### config.mk
export PLATFORM = sky130hd
export DESIGN_NAME = aes_result_uart_tx
export DESIGN_NICKNAME = d
export VERILOG_FILES = /design/src/rtl/aes_fpga_pkg.sv /design/src/rtl/uart_tx_byte.sv /design/src/rtl/aes_result_uart_tx.sv
export SDC_FILE = /design/constraint.sdc
export NUM_CORES = 1
export LEC_CHECK = 0
export BUFFER_PORTS_ARGS = -buffer_cell sky130_fd_sc_hd__buf_2
export CAP_MARGIN = 0
export CORE_MARGIN = 8
export CORE_UTILIZATION = 40
export DETAILED_ROUTE_END_ITERATION = 8
export GPL_TIMING_DRIVEN = 0
export MAX_ROUTING_LAYER = met4
export PLACE_DENSITY = 0.57
export SYNTH_ARGS = -nofsm -noshare
export SYNTH_HDL_FRONTEND = slang
export SYNTH_HIERARCHICAL = 1
export SYNTH_SLANG_ARGS = --single-unit
### constraint.sdc
create_clock -name clk -period 3.4 [get_ports clk]
set_clock_uncertainty 0.05 [all_clocks]
set_input_delay 0.17 -clock clk [delete_from_list [all_inputs] [get_ports clk]]
set_output_delay 0.17 -clock clk [all_outputs]
set_load 0.02 [all_outputs]
### src/rtl/aes_fpga_pkg.sv
// rtl/aes_fpga_pkg.sv - shared FSM states, ASCII constants and helpers for the AES result UART path
package aes_fpga_pkg;

  typedef enum logic [1:0] {
    TX_IDLE,
    TX_START_BIT,
    TX_DATA_BITS,
    TX_STOP_BIT
  } tx_state_e;

  typedef enum logic [1:0] {
    SEQ_IDLE,
    SEQ_NEXT_CHAR,
    SEQ_FINISH
  } seq_state_e;

  localparam logic [7:0] ASCII_0     = 8'h30;
  localparam logic [7:0] ASCII_A_OFS = 8'h57;
  localparam logic [7:0] ASCII_CR    = 8'h0D;
  localparam logic [7:0] ASCII_LF    = 8'h0A;
  localparam int         HEX_CHARS   = 32;

  function automatic int clks_per_bit(input int clk_hz, input int baud);
    return clk_hz / baud;
  endfunction

  function automatic logic [7:0] hex_ascii(input logic [3:0] n);
    return (n < 4'd10) ? (ASCII_0 + {4'h0, n}) : (ASCII_A_OFS + {4'h0, n});
  endfunction

endpackage

### src/rtl/uart_tx_byte.sv
// rtl/uart_tx_byte.sv - 8N1 byte serializer with per-bit baud counter
// byte_ready also rises on the last stop-bit clock so consecutive bytes leave no gap.
module uart_tx_byte
  import aes_fpga_pkg::*;
#(
  parameter int CLKS_PER_BIT = 868
) (
  input  logic       clk,
  input  logic       rst,
  input  logic       byte_valid,
  input  logic [7:0] byte_data,
  output logic       byte_ready,
  output logic       tx
);

  localparam int            CW        = (CLKS_PER_BIT > 1) ? $clog2(CLKS_PER_BIT) : 1;
  localparam logic [CW-1:0] BAUD_LAST = CW'(CLKS_PER_BIT - 1);

  tx_state_e     state_q;
  logic [CW-1:0] baud_q, baud_d;
  logic [2:0]    bit_q;
  logic [7:0]    shreg_q;
  logic          tx_q;
  logic          bit_end;

  always_comb begin
    bit_end    = (baud_q == BAUD_LAST);
    baud_d     = bit_end ? '0 : baud_q + CW'(1);
    byte_ready = (state_q == TX_IDLE) || ((state_q == TX_STOP_BIT) && bit_end);
  end

  assign tx = tx_q;

  always_ff @(posedge clk) begin
    if (rst) begin
      state_q <= TX_IDLE;
      baud_q  <= '0;
      bit_q   <= '0;
      shreg_q <= '0;
      tx_q    <= 1'b1;
    end else begin
      baud_q <= baud_d;
      unique case (state_q)
        TX_IDLE: begin
          baud_q <= '0;
          if (byte_valid) begin
            shreg_q <= byte_data;
            tx_q    <= 1'b0;
            state_q <= TX_START_BIT;
          end
        end
        TX_START_BIT: begin
          if (bit_end) begin
            tx_q    <= shreg_q[0];
            shreg_q <= {1'b0, shreg_q[7:1]};
            bit_q   <= '0;
            state_q <= TX_DATA_BITS;
          end
        end
        TX_DATA_BITS: begin
          if (bit_end) begin
            if (bit_q == 3'd7) begin
              tx_q    <= 1'b1;
              state_q <= TX_STOP_BIT;
            end else begin
              tx_q    <= shreg_q[0];
              shreg_q <= {1'b0, shreg_q[7:1]};
              bit_q   <= bit_q + 3'd1;
            end
          end
        end
        TX_STOP_BIT: begin
          if (bit_end) begin
            if (byte_valid) begin
              shreg_q <= byte_data;
              tx_q    <= 1'b0;
              state_q <= TX_START_BIT;
            end else begin
              state_q <= TX_IDLE;
            end
          end
        end
        default: state_q <= TX_IDLE;
      endcase
    end
  end

endmodule

### src/rtl/aes_result_uart_tx.sv
// rtl/aes_result_uart_tx.sv - sends a 128-bit AES block as 32 lowercase hex chars over 8N1 UART
// Define AES_TX_CRLF_EN to append CR LF after the hex characters.
module aes_result_uart_tx
  import aes_fpga_pkg::*;
#(
  parameter int CLK_HZ = 100_000_000,
  parameter int BAUD   = 115_200
) (
  input  logic         clk,
  input  logic         rst,
  input  logic         start,
  input  logic [127:0] data,
  output logic         busy,
  output logic         done,
  output logic         tx
);

  localparam int CLKS_PER_BIT = clks_per_bit(CLK_HZ, BAUD);
`ifdef AES_TX_CRLF_EN
  localparam int NUM_CHARS = HEX_CHARS + 2;
`else
  localparam int NUM_CHARS = HEX_CHARS;
`endif
  localparam logic [5:0] LAST_CHAR = 6'(NUM_CHARS - 1);

  seq_state_e   state_q;
  logic [127:0] shift_q, shift_d;
  logic [5:0]   char_idx_q, char_idx_d;
  logic         busy_q, done_q;
  logic         byte_valid, byte_ready;
  logic [7:0]   byte_data;
  logic [3:0]   nibble;

  // Char 0 is taken straight from the input so the start bit begins the cycle after start.
  always_comb begin
    nibble     = (state_q == SEQ_IDLE) ? data[127:124] : shift_q[127:124];
    byte_data  = hex_ascii(nibble);
`ifdef AES_TX_CRLF_EN
    if (state_q != SEQ_IDLE && char_idx_q == 6'(HEX_CHARS))
      byte_data = ASCII_CR;
    else if (state_q != SEQ_IDLE && char_idx_q == 6'(HEX_CHARS + 1))
      byte_data = ASCII_LF;
`endif
    byte_valid = (state_q == SEQ_IDLE) ? start : (state_q == SEQ_NEXT_CHAR);
    shift_d    = (state_q == SEQ_IDLE) ? {data[123:0], 4'h0} : {shift_q[123:0], 4'h0};
    char_idx_d = char_idx_q + 6'd1;
  end

  always_ff @(posedge clk) begin
    if (rst) begin
      state_q    <= SEQ_IDLE;
      shift_q    <= '0;
      char_idx_q <= '0;
      busy_q     <= 1'b0;
      done_q     <= 1'b0;
    end else begin
      done_q <= 1'b0;
      unique case (state_q)
        SEQ_IDLE: begin
          if (start) begin
            shift_q    <= shift_d;
            char_idx_q <= 6'd1;
            busy_q     <= 1'b1;
            state_q    <= SEQ_NEXT_CHAR;
          end
        end
        SEQ_NEXT_CHAR: begin
          if (byte_ready) begin
            shift_q    <= shift_d;
            char_idx_q <= char_idx_d;
            if (char_idx_q == LAST_CHAR) state_q <= SEQ_FINISH;
          end
        end
        SEQ_FINISH: begin
          // Serializer is ready here only as the last stop bit ends.
          if (byte_ready) begin
            busy_q     <= 1'b0;
            done_q     <= 1'b1;
            char_idx_q <= '0;
            state_q    <= SEQ_IDLE;
          end
        end
        default: state_q <= SEQ_IDLE;
      endcase
    end
  end

  assign busy = busy_q;
  assign done = done_q;

  uart_tx_byte #(
    .CLKS_PER_BIT(CLKS_PER_BIT)
  ) u_uart_tx_byte (
    .clk       (clk),
    .rst       (rst),
    .byte_valid(byte_valid),
    .byte_data (byte_data),
    .byte_ready(byte_ready),
    .tx        (tx)
  );

endmodule

==> out/metrics.csv, run 1 <==
stage,metric,value,unit
outcome,status,"complete, no violations",
logic_synthesis,Mapped Cells,790,
route,Routed WL per cell,16.1,um
sta,final worst-path cycle share,0.908,
power,P_int,0.00414,W
route,Routed Antenna Nets,0,
power,Max rail drop VDD,0.392,mV
cts,cts bufs inserted,17,
power,sw frac,0.342,
critical_path,Worst EP arrival,3.32,ns
critical_path,Critical Path End Type,flip-flop,
sta,setup TNS,0,ns
grt,total track usage,0.176,
route,Initial DRC Count,269,
logic_synthesis,number of distinct library cells after synthesis,48,
power,Seq pwr share,0.392,
logic_synthesis,"top cells by area, synth","dfxtp_1, mux2i_1, a211oi_1",
layout,Nets,1088,
layout,P&R area growth vs syn,21.9,%
cts,"Clk Latency, worst-skew pair",0.42,ns
sta,setup violators final,0,
sta,final hold viol count,0,
sta,RSZ-0062 raised after global routing,no,
worst_hold_path,Hold Path Class,in2reg,
route,Pre-antenna DRT Iters,4,
cts,CTS root buffer,clkbuf_16,
placement,detailed placement HPWL,13900,um
critical_path,CP Data Required Time,3.63,ns
power,Comb pwr share,0.301,
logic_synthesis,"EDFF count, synth",0,
placement,I/O Buffers,132,
cts,clk buf depth,2,
cts,CTS tree,done,
placement,placed insts,1151,
logic_synthesis,Post-synth ARST share,0,
logic_synthesis,syn nets,934,
sta,post-route minimum period,3.09,ns
critical_path,"critical path fanouts, max",10,
power,leakage,4.12,nW
logic_synthesis,"Seq/Total Area, Yosys",0.431,
logic_synthesis,YS warnings,6,
floorplan,die area,22900,um2
route,vias per cell,5.21,
logic_synthesis,Synth top area share,0.431,
cts,Sink Count,158,
floorplan,chip width,151,um
critical_path,critical path launch point type,flip-flop,
sta,FMAX,324,MHz
floorplan,IO Count,134,
power,pwr dens,704,nW/um2
grt,first-pass GRT wire length,31200,um
floorplan,initial core utilization,0.408,
cts,CTS HTree Levels,4,
floorplan,die outline height,151,um
worst_hold_path,hold path start,data[17],
logic_synthesis,"Avg Cell Area, Syn",9.28,um2
floorplan,core box area,18000,um2
grt,largest net degree at the start of global routing,17,
layout,share of post-route cells with drive strength above 1,0.199,
cts,clock slew at reported path FFs,0.07,ns
grt,total gr overflow,0,
critical_path,reg2reg start,u_uart_tx_byte/baud_q[3]$_SDFF_PP0_,
logic_synthesis,Synth Flop Type,dfxtp_1,
logic_synthesis,"count leader, synth",dfxtp_1,
grt,vias in the first global route,6257,
route,Via Count,6226,
sta,Slew @ Worst Pin,0.741,ns
route,# DRC,0,
placement,routability cong.,0.806,
logic_synthesis,leading area contributor after synthesis,dfxtp_1,
grt,initial antenna violation count,9,
sta,max_slew headroom,0.506,
power,clock power share,0.308,
flow_run,Max-cap violations,0,
sta,Final Max Tran Viols,0,
power,NetSw,0.00215,W
layout,Post-Layout Cell Count,1195,
logic_synthesis,post-synthesis sequential element count,158,
critical_path,crit path from,u_uart_tx_byte/baud_q[3]$_SDFF_PP0_,
logic_synthesis,synthesized area,7330,um2
logic_synthesis,most frequent cells after synthesis,"dfxtp_1, nor2_1, mux2i_1, a211oi_1, clkbuf_1",
floorplan,Core Rows,49,
critical_path,critical path class,reg2reg,
cts,# Post-CTS Setup Buffers,0,
route,DRT Wirelength,19200,um
[power by group through the flow]
stage	Clock, W	Combinational (W)	Sequential (W)
global placement	0	0.00187	0.00250
CTS	0.00197	0.00190	0.00247
floorplan	0	0.00143	0.00244
global route	0.00204	0.00212	0.00251
detailed placement	0	0.00189	0.00250
finish	0.00194	0.00189	0.00247
[layout make-up]
| cell class | count | area [um2] |
|---|---|---|
| Buffer | 63 | 265 |
| Clock inverter | 14 | 158 |
| Inverter | 12 | 45.0 |
| Tap cell | 229 | 287 |
| Clock buffer | 18 | 439 |
| Fill cell | 1793 | 9020 |
| Antenna cell | 9 | 22.5 |
| Sequential cell | 158 | 3160 |
| Multi-Input combinational cell | 556 | 3860 |
| Timing Repair Buffer | 136 | 701 |
[cell usage in the layout (no fill, tap or decap), types with 3 or more instances in the layout]
| cell type | synthesis | layout |
|---|---|---|
| dfxtp_1 | 158 | 158 |
| nor2_1 | 147 | 147 |
| buf_2 | 12 | 144 |
| mux2i_1 | 135 | 135 |
| a211oi_1 | 121 | 121 |
| clkbuf_1 | 46 | 44 |
| nand2_1 | 21 | 21 |
| clkbuf_16 | 0 | 17 |
| a21oi_1 | 15 | 15 |
| o21ai_0 | 14 | 13 |
| ha_1 | 13 | 13 |
| inv_1 | 12 | 12 |
| or3_1 | 12 | 12 |
| diode_2 | 0 | 9 |
| nand3_1 | 8 | 8 |
| nor3_1 | 7 | 7 |
| xnor2_1 | 6 | 6 |
| nor2b_1 | 5 | 5 |
| nand2b_1 | 5 | 5 |
| a22oi_1 | 4 | 4 |
| nand4_1 | 4 | 4 |
| a31oi_1 | 4 | 4 |
| clkinv_4 | 0 | 4 |
| dlygate4sd3_1 | 0 | 4 |
| buf_1 | 4 | 3 |
| nor4_1 | 3 | 3 |
| or4_1 | 3 | 3 |
| inv_6 | 0 | 3 |
[flip-flops by register name, indices dropped and copies added, names as in the netlist, 2 cells and up]
register,cells
char_idx_q,6
shift_q,124
state_q,2
u_uart_tx_byte/baud_q,10
u_uart_tx_byte/bit_q,3
u_uart_tx_byte/shreg_q,8
u_uart_tx_byte/state_q,2
[critical path, stage by stage, from the launching register on]
cell	delay, ns
dfxtp_1	0.38
or4b_4	0.59
nor3_4	0.25
a21o_1	0.24
nor2b_1	0.09
nor3_2	0.38
clkbuf_2	0.37
clkbuf_1	0.44
a211oi_1	0.15
[repair_timing]
item	CTS	global route
hold buffers	4	0
hold endpoints to repair	4	0
resized for setup	0	5
setup endpoints to repair	0	128
[cell families (layout without fill, tap and decap cells)]
kind of cell | count (synthesis) | after routing | share of synthesized area
xor gates and xnor gates | 8 | 8 | 0.00955
muxes | 137 | 137 | 0.187
adders and majority gates | 13 | 13 | 0.0222
other | 2 | 11 | 0.00102
AOI/OAI and AO/OA | 171 | 171 | 0.167
DFF | 158 | 158 | 0.431
and+or+nand+nor | 225 | 225 | 0.139
buffers and inverters | 76 | 243 | 0.0425
[path summary, 6_finish.rpt]
kind              slack (ns)                                   to  cells past startpoint
hold reg to reg         0.41  u_uart_tx_byte/baud_q[0]$_SDFF_PP0_                      1
hold / removal          0.03             shift_q[21]$_SDFFE_PP0P_                      3
setup / recovery        0.31             shift_q[79]$_SDFFE_PP0P_                      8
setup reg to reg        0.31             shift_q[79]$_SDFFE_PP0P_                      8
[stage by stage]
step	setup WS, ns	util	hold slack (ns)	total power [W]	instance area, um2
after detailed placement	0.107	0.461	0.363	0.00439	8280
final	0.314	0.498	0.0304	0.00629	8940
after floorplan	0.731	-	0.268	0.00387	7330
after global routing	0.0416	0.498	0.0307	0.00668	8940
after CTS	0.0967	0.496	0.0190	0.00633	8920
after global placement	0.0954	0.461	0.364	0.00437	8280
[layer usage]
metal / part of all wire / vias up / global-route usage
met3: 0.063 / 15 / 0.0553
met1: 0.49 / 2891 / 0.231
met4: 0.0079 / 0 / 0.0391
met5: 0 / - / -
li1: - / 3181 / -
met2: 0.44 / 139 / 0.260
Power figures use the tool's default switching activity.
==> run 2: changes to the inputs <==
--- a/config.mk
+++ b/config.mk
@@ -12,7 +12,8 @@
 export DETAILED_ROUTE_END_ITERATION = 8
 export GPL_TIMING_DRIVEN = 0
 export MAX_ROUTING_LAYER = met4
-export PLACE_DENSITY = 0.57
+export PLACE_DENSITY = 0.59
+export RECOVER_POWER = 25
 export SYNTH_ARGS = -nofsm -noshare
 export SYNTH_HDL_FRONTEND = slang
 export SYNTH_HIERARCHICAL = 1
==> constraint.sdc (replaced) <==
create_clock -name clk -period 2.7 [get_ports clk]
set_clock_uncertainty 0.05 [all_clocks]
set_input_delay 0.135 -clock clk [delete_from_list [all_inputs] [get_ports clk]]
set_output_delay 0.135 -clock clk [all_outputs]
set_load 0.02 [all_outputs]
==> run 2 against run 1 <==
Net effect:
- non-clock buffer count increased by 37
- register-to-register slack lost 0.29 ns
- hold slack lost 0.020 ns
- first-iteration DRC count increased by 27%
- fmax is 15% higher
- global-route usage about the same
- critical endpoint is now char_idx_q[4]$_SDFFE_PP0P_
- largest cell class unchanged
==> out/metrics.csv, run 2 (same netlist as run 1, synthesis figures left out) <==
stage,metric,value,unit,change
outcome,status,"complete, no violations",,
grt,initial antenna violation count,10,,+1
critical_path,"critical path fanouts, max",8,,-2
floorplan,Core Rows,49,,unchanged
layout,"most common cell after layout, fill and taps aside",dfxtp_1,,
route,DRT Wirelength,19400,um,+1.0%
route,Routed Antenna Nets,0,,unchanged
critical_path,CP Data Required Time,3.00,ns,-0.63 ns
grt,first-pass GRT wire length,31300,um,+0.40%
cts,CTS tree,done,,
critical_path,Critical Path End Type,flip-flop,,
floorplan,initial core utilization,0.408,,unchanged
floorplan,core box area,18000,um2,unchanged
sta,Slew @ Worst Pin,0.747,ns,+0.00580 ns
power,leakage,4.33,nW,+5.1%
critical_path,critical path launch point type,flip-flop,,
critical_path,Worst EP arrival,2.98,ns,-0.34 ns
cts,CTS root buffer,clkbuf_16,,
cts,"Clk Latency, worst-skew pair",0.42,ns,about the same
worst_hold_path,Hold Path Class,in2reg,,
grt,total gr overflow,0,,unchanged
sta,FMAX,373,MHz,+15%
sta,final worst-path cycle share,0.992,,+0.0844
cts,CTS HTree Levels,4,,unchanged
sta,setup TNS,0,ns,unchanged
power,pwr dens,867,nW/um2,+23%
layout,Filler Cells Inserted,1744,,-2.7%
sta,RSZ-0062 raised after global routing,yes,,
sta,Final Max Tran Viols,0,,unchanged
grt,total track usage,0.176,,+0.000248
route,Initial DRC Count,342,,+27%
layout,Post-Layout Cell Count,1232,,+3.1%
route,Pre-antenna DRT Iters,4,,unchanged
floorplan,die outline height,151,um,unchanged
placement,placed insts,1151,,unchanged
cts,Sink Count,158,,unchanged
sta,final hold viol count,0,,unchanged
sta,setup violators final,0,,unchanged
floorplan,IO Count,134,,unchanged
cts,clk buf depth,2,,unchanged
layout,P&R area growth vs syn,27.7,%,
cts,cts bufs inserted,17,,unchanged
layout,"commonest non-fill, non-tap cells in the layout","dfxtp_1, nor2_1, buf_2",,
placement,I/O Buffers,132,,unchanged
flow_run,Max-cap violations,0,,unchanged
layout,largest register by flop count,shift_q,,
cts,clock slew at reported path FFs,0.07,ns,about the same
sta,post-route minimum period,2.68,ns,-0.407 ns
layout,Sequential cell area,3170,um2,+0.28%
grt,largest net degree at the start of global routing,17,,unchanged
placement,detailed placement HPWL,13800,um,-0.55%
floorplan,chip width,151,um,unchanged
layout,biggest regs,"shift_q: 124 flops, u_uart_tx_byte/baud_q: 10 flops, u_uart_tx_byte/shreg_q: 8 flops",,
route,# DRC,0,,unchanged
floorplan,die area,22900,um2,unchanged
layout,Multi-input gate area,3890,um2,+0.68%
critical_path,critical path class,reg2reg,,
route,Routed WL per cell,15.7,um,-2.0%
route,Via Count,6289,,+1.0%
layout,Nets,1125,,+3.4%
sta,max_slew headroom,0.502,,-0.00387
layout,max reg flops,124,,unchanged
layout,share of post-route cells with drive strength above 1,0.218,,+0.0190
route,vias per cell,5.10,,-2.0%
placement,routability cong.,0.801,,-0.65%
grt,vias in the first global route,6398,,+2.3%
power,Max rail drop VDD,0.632,mV,+61%
==> run 2: cell count changes in the layout (fill, tap and decap cells not counted), moves of 3 or more <==
cell           change
buf_4              +8
clkbuf_1          -11
clkbuf_2          +12
buf_2              -4
dfxtp_1            -3
dlygate4sd3_1     +28
==> run 2: power by group <==
part	switching, W	internal, W	leakage, nW
registers	0.000263	0.00283	1.31
clock network	0.00106	0.00147	0.294
logic	0.00142	0.00108	2.73
total	0.00274	0.00538	4.33
==> run 2: what timing repair did <==
| item | in CTS | in global routing |
|---|---|---|
| buffers inserted | 7 | 1 |
| setup endpoints to repair | 133 | 117 |
| hold endpoints to repair | 32 | 0 |
| hold buffers | 32 | 0 |
| resized for setup | 28 | 12 |
| pin swaps | 5 | 5 |
==> run 2: area by class of cell <==
type / count / share of cell area
multi-input combinational: 556 / 0.415
sequential: 158 / 0.339
timing repair buffer: 172 / 0.111
clock buffer: 17 / 0.0454
buffer: 64 / 0.0326
tap: 229 / 0.0306
clock inverter: 14 / 0.0198
inverter: 12 / 0.00481
antenna: 10 / 0.00267
==> run 2: critical path: stages, from the launching register on <==
cell,delay (ns)
dfxtp_4,0.34
or4b_4,0.55
nor3_4,0.17
a21o_1,0.20
o21ba_4,0.17
or3_1,0.32
buf_6,0.15
or4_4,0.50
a31oi_1,0.16
==> run 2: path summary, 6_finish.rpt <==
kind                                     startpoint                                     end  slack (ns)  cells after the start
max             u_uart_tx_byte/baud_q[3]$_SDFF_PP0_              char_idx_q[4]$_SDFFE_PP0P_        0.02                      8
min                                        data[89]                shift_q[93]$_SDFFE_PP0P_        0.01                      3
max reg2reg     u_uart_tx_byte/baud_q[3]$_SDFF_PP0_              char_idx_q[4]$_SDFFE_PP0P_        0.02                      8
min reg2reg  u_uart_tx_byte/shreg_q[4]$_SDFFE_PP0P_  u_uart_tx_byte/shreg_q[4]$_SDFFE_PP0P_        0.42                      2
==> run 2: per-layer routing <==
metal	track usage	share of wire	up-vias
li1	-	-	3260
met1	0.222	0.49	2890
met2	0.271	0.46	122
met3	0.0499	0.044	17
met4	0.0505	0.0096	0
met5	-	0	-
==> run 2: through the flow <==
step	utilization	cell area, um2	worst slack (ns)	hold slack, ns	power [W]
floorplan	-	7330	0.0310	0.233	0.00487
CTS	0.519	9320	-0.0229	0.0000800	0.00816
detailed placement	0.461	8280	-0.593	0.354	0.00551
finish	0.521	9370	0.0213	0.0103	0.00812
global placement	0.461	8280	-0.611	0.340	0.00548
global route	0.521	9370	-0.0527	0.00138	0.00863
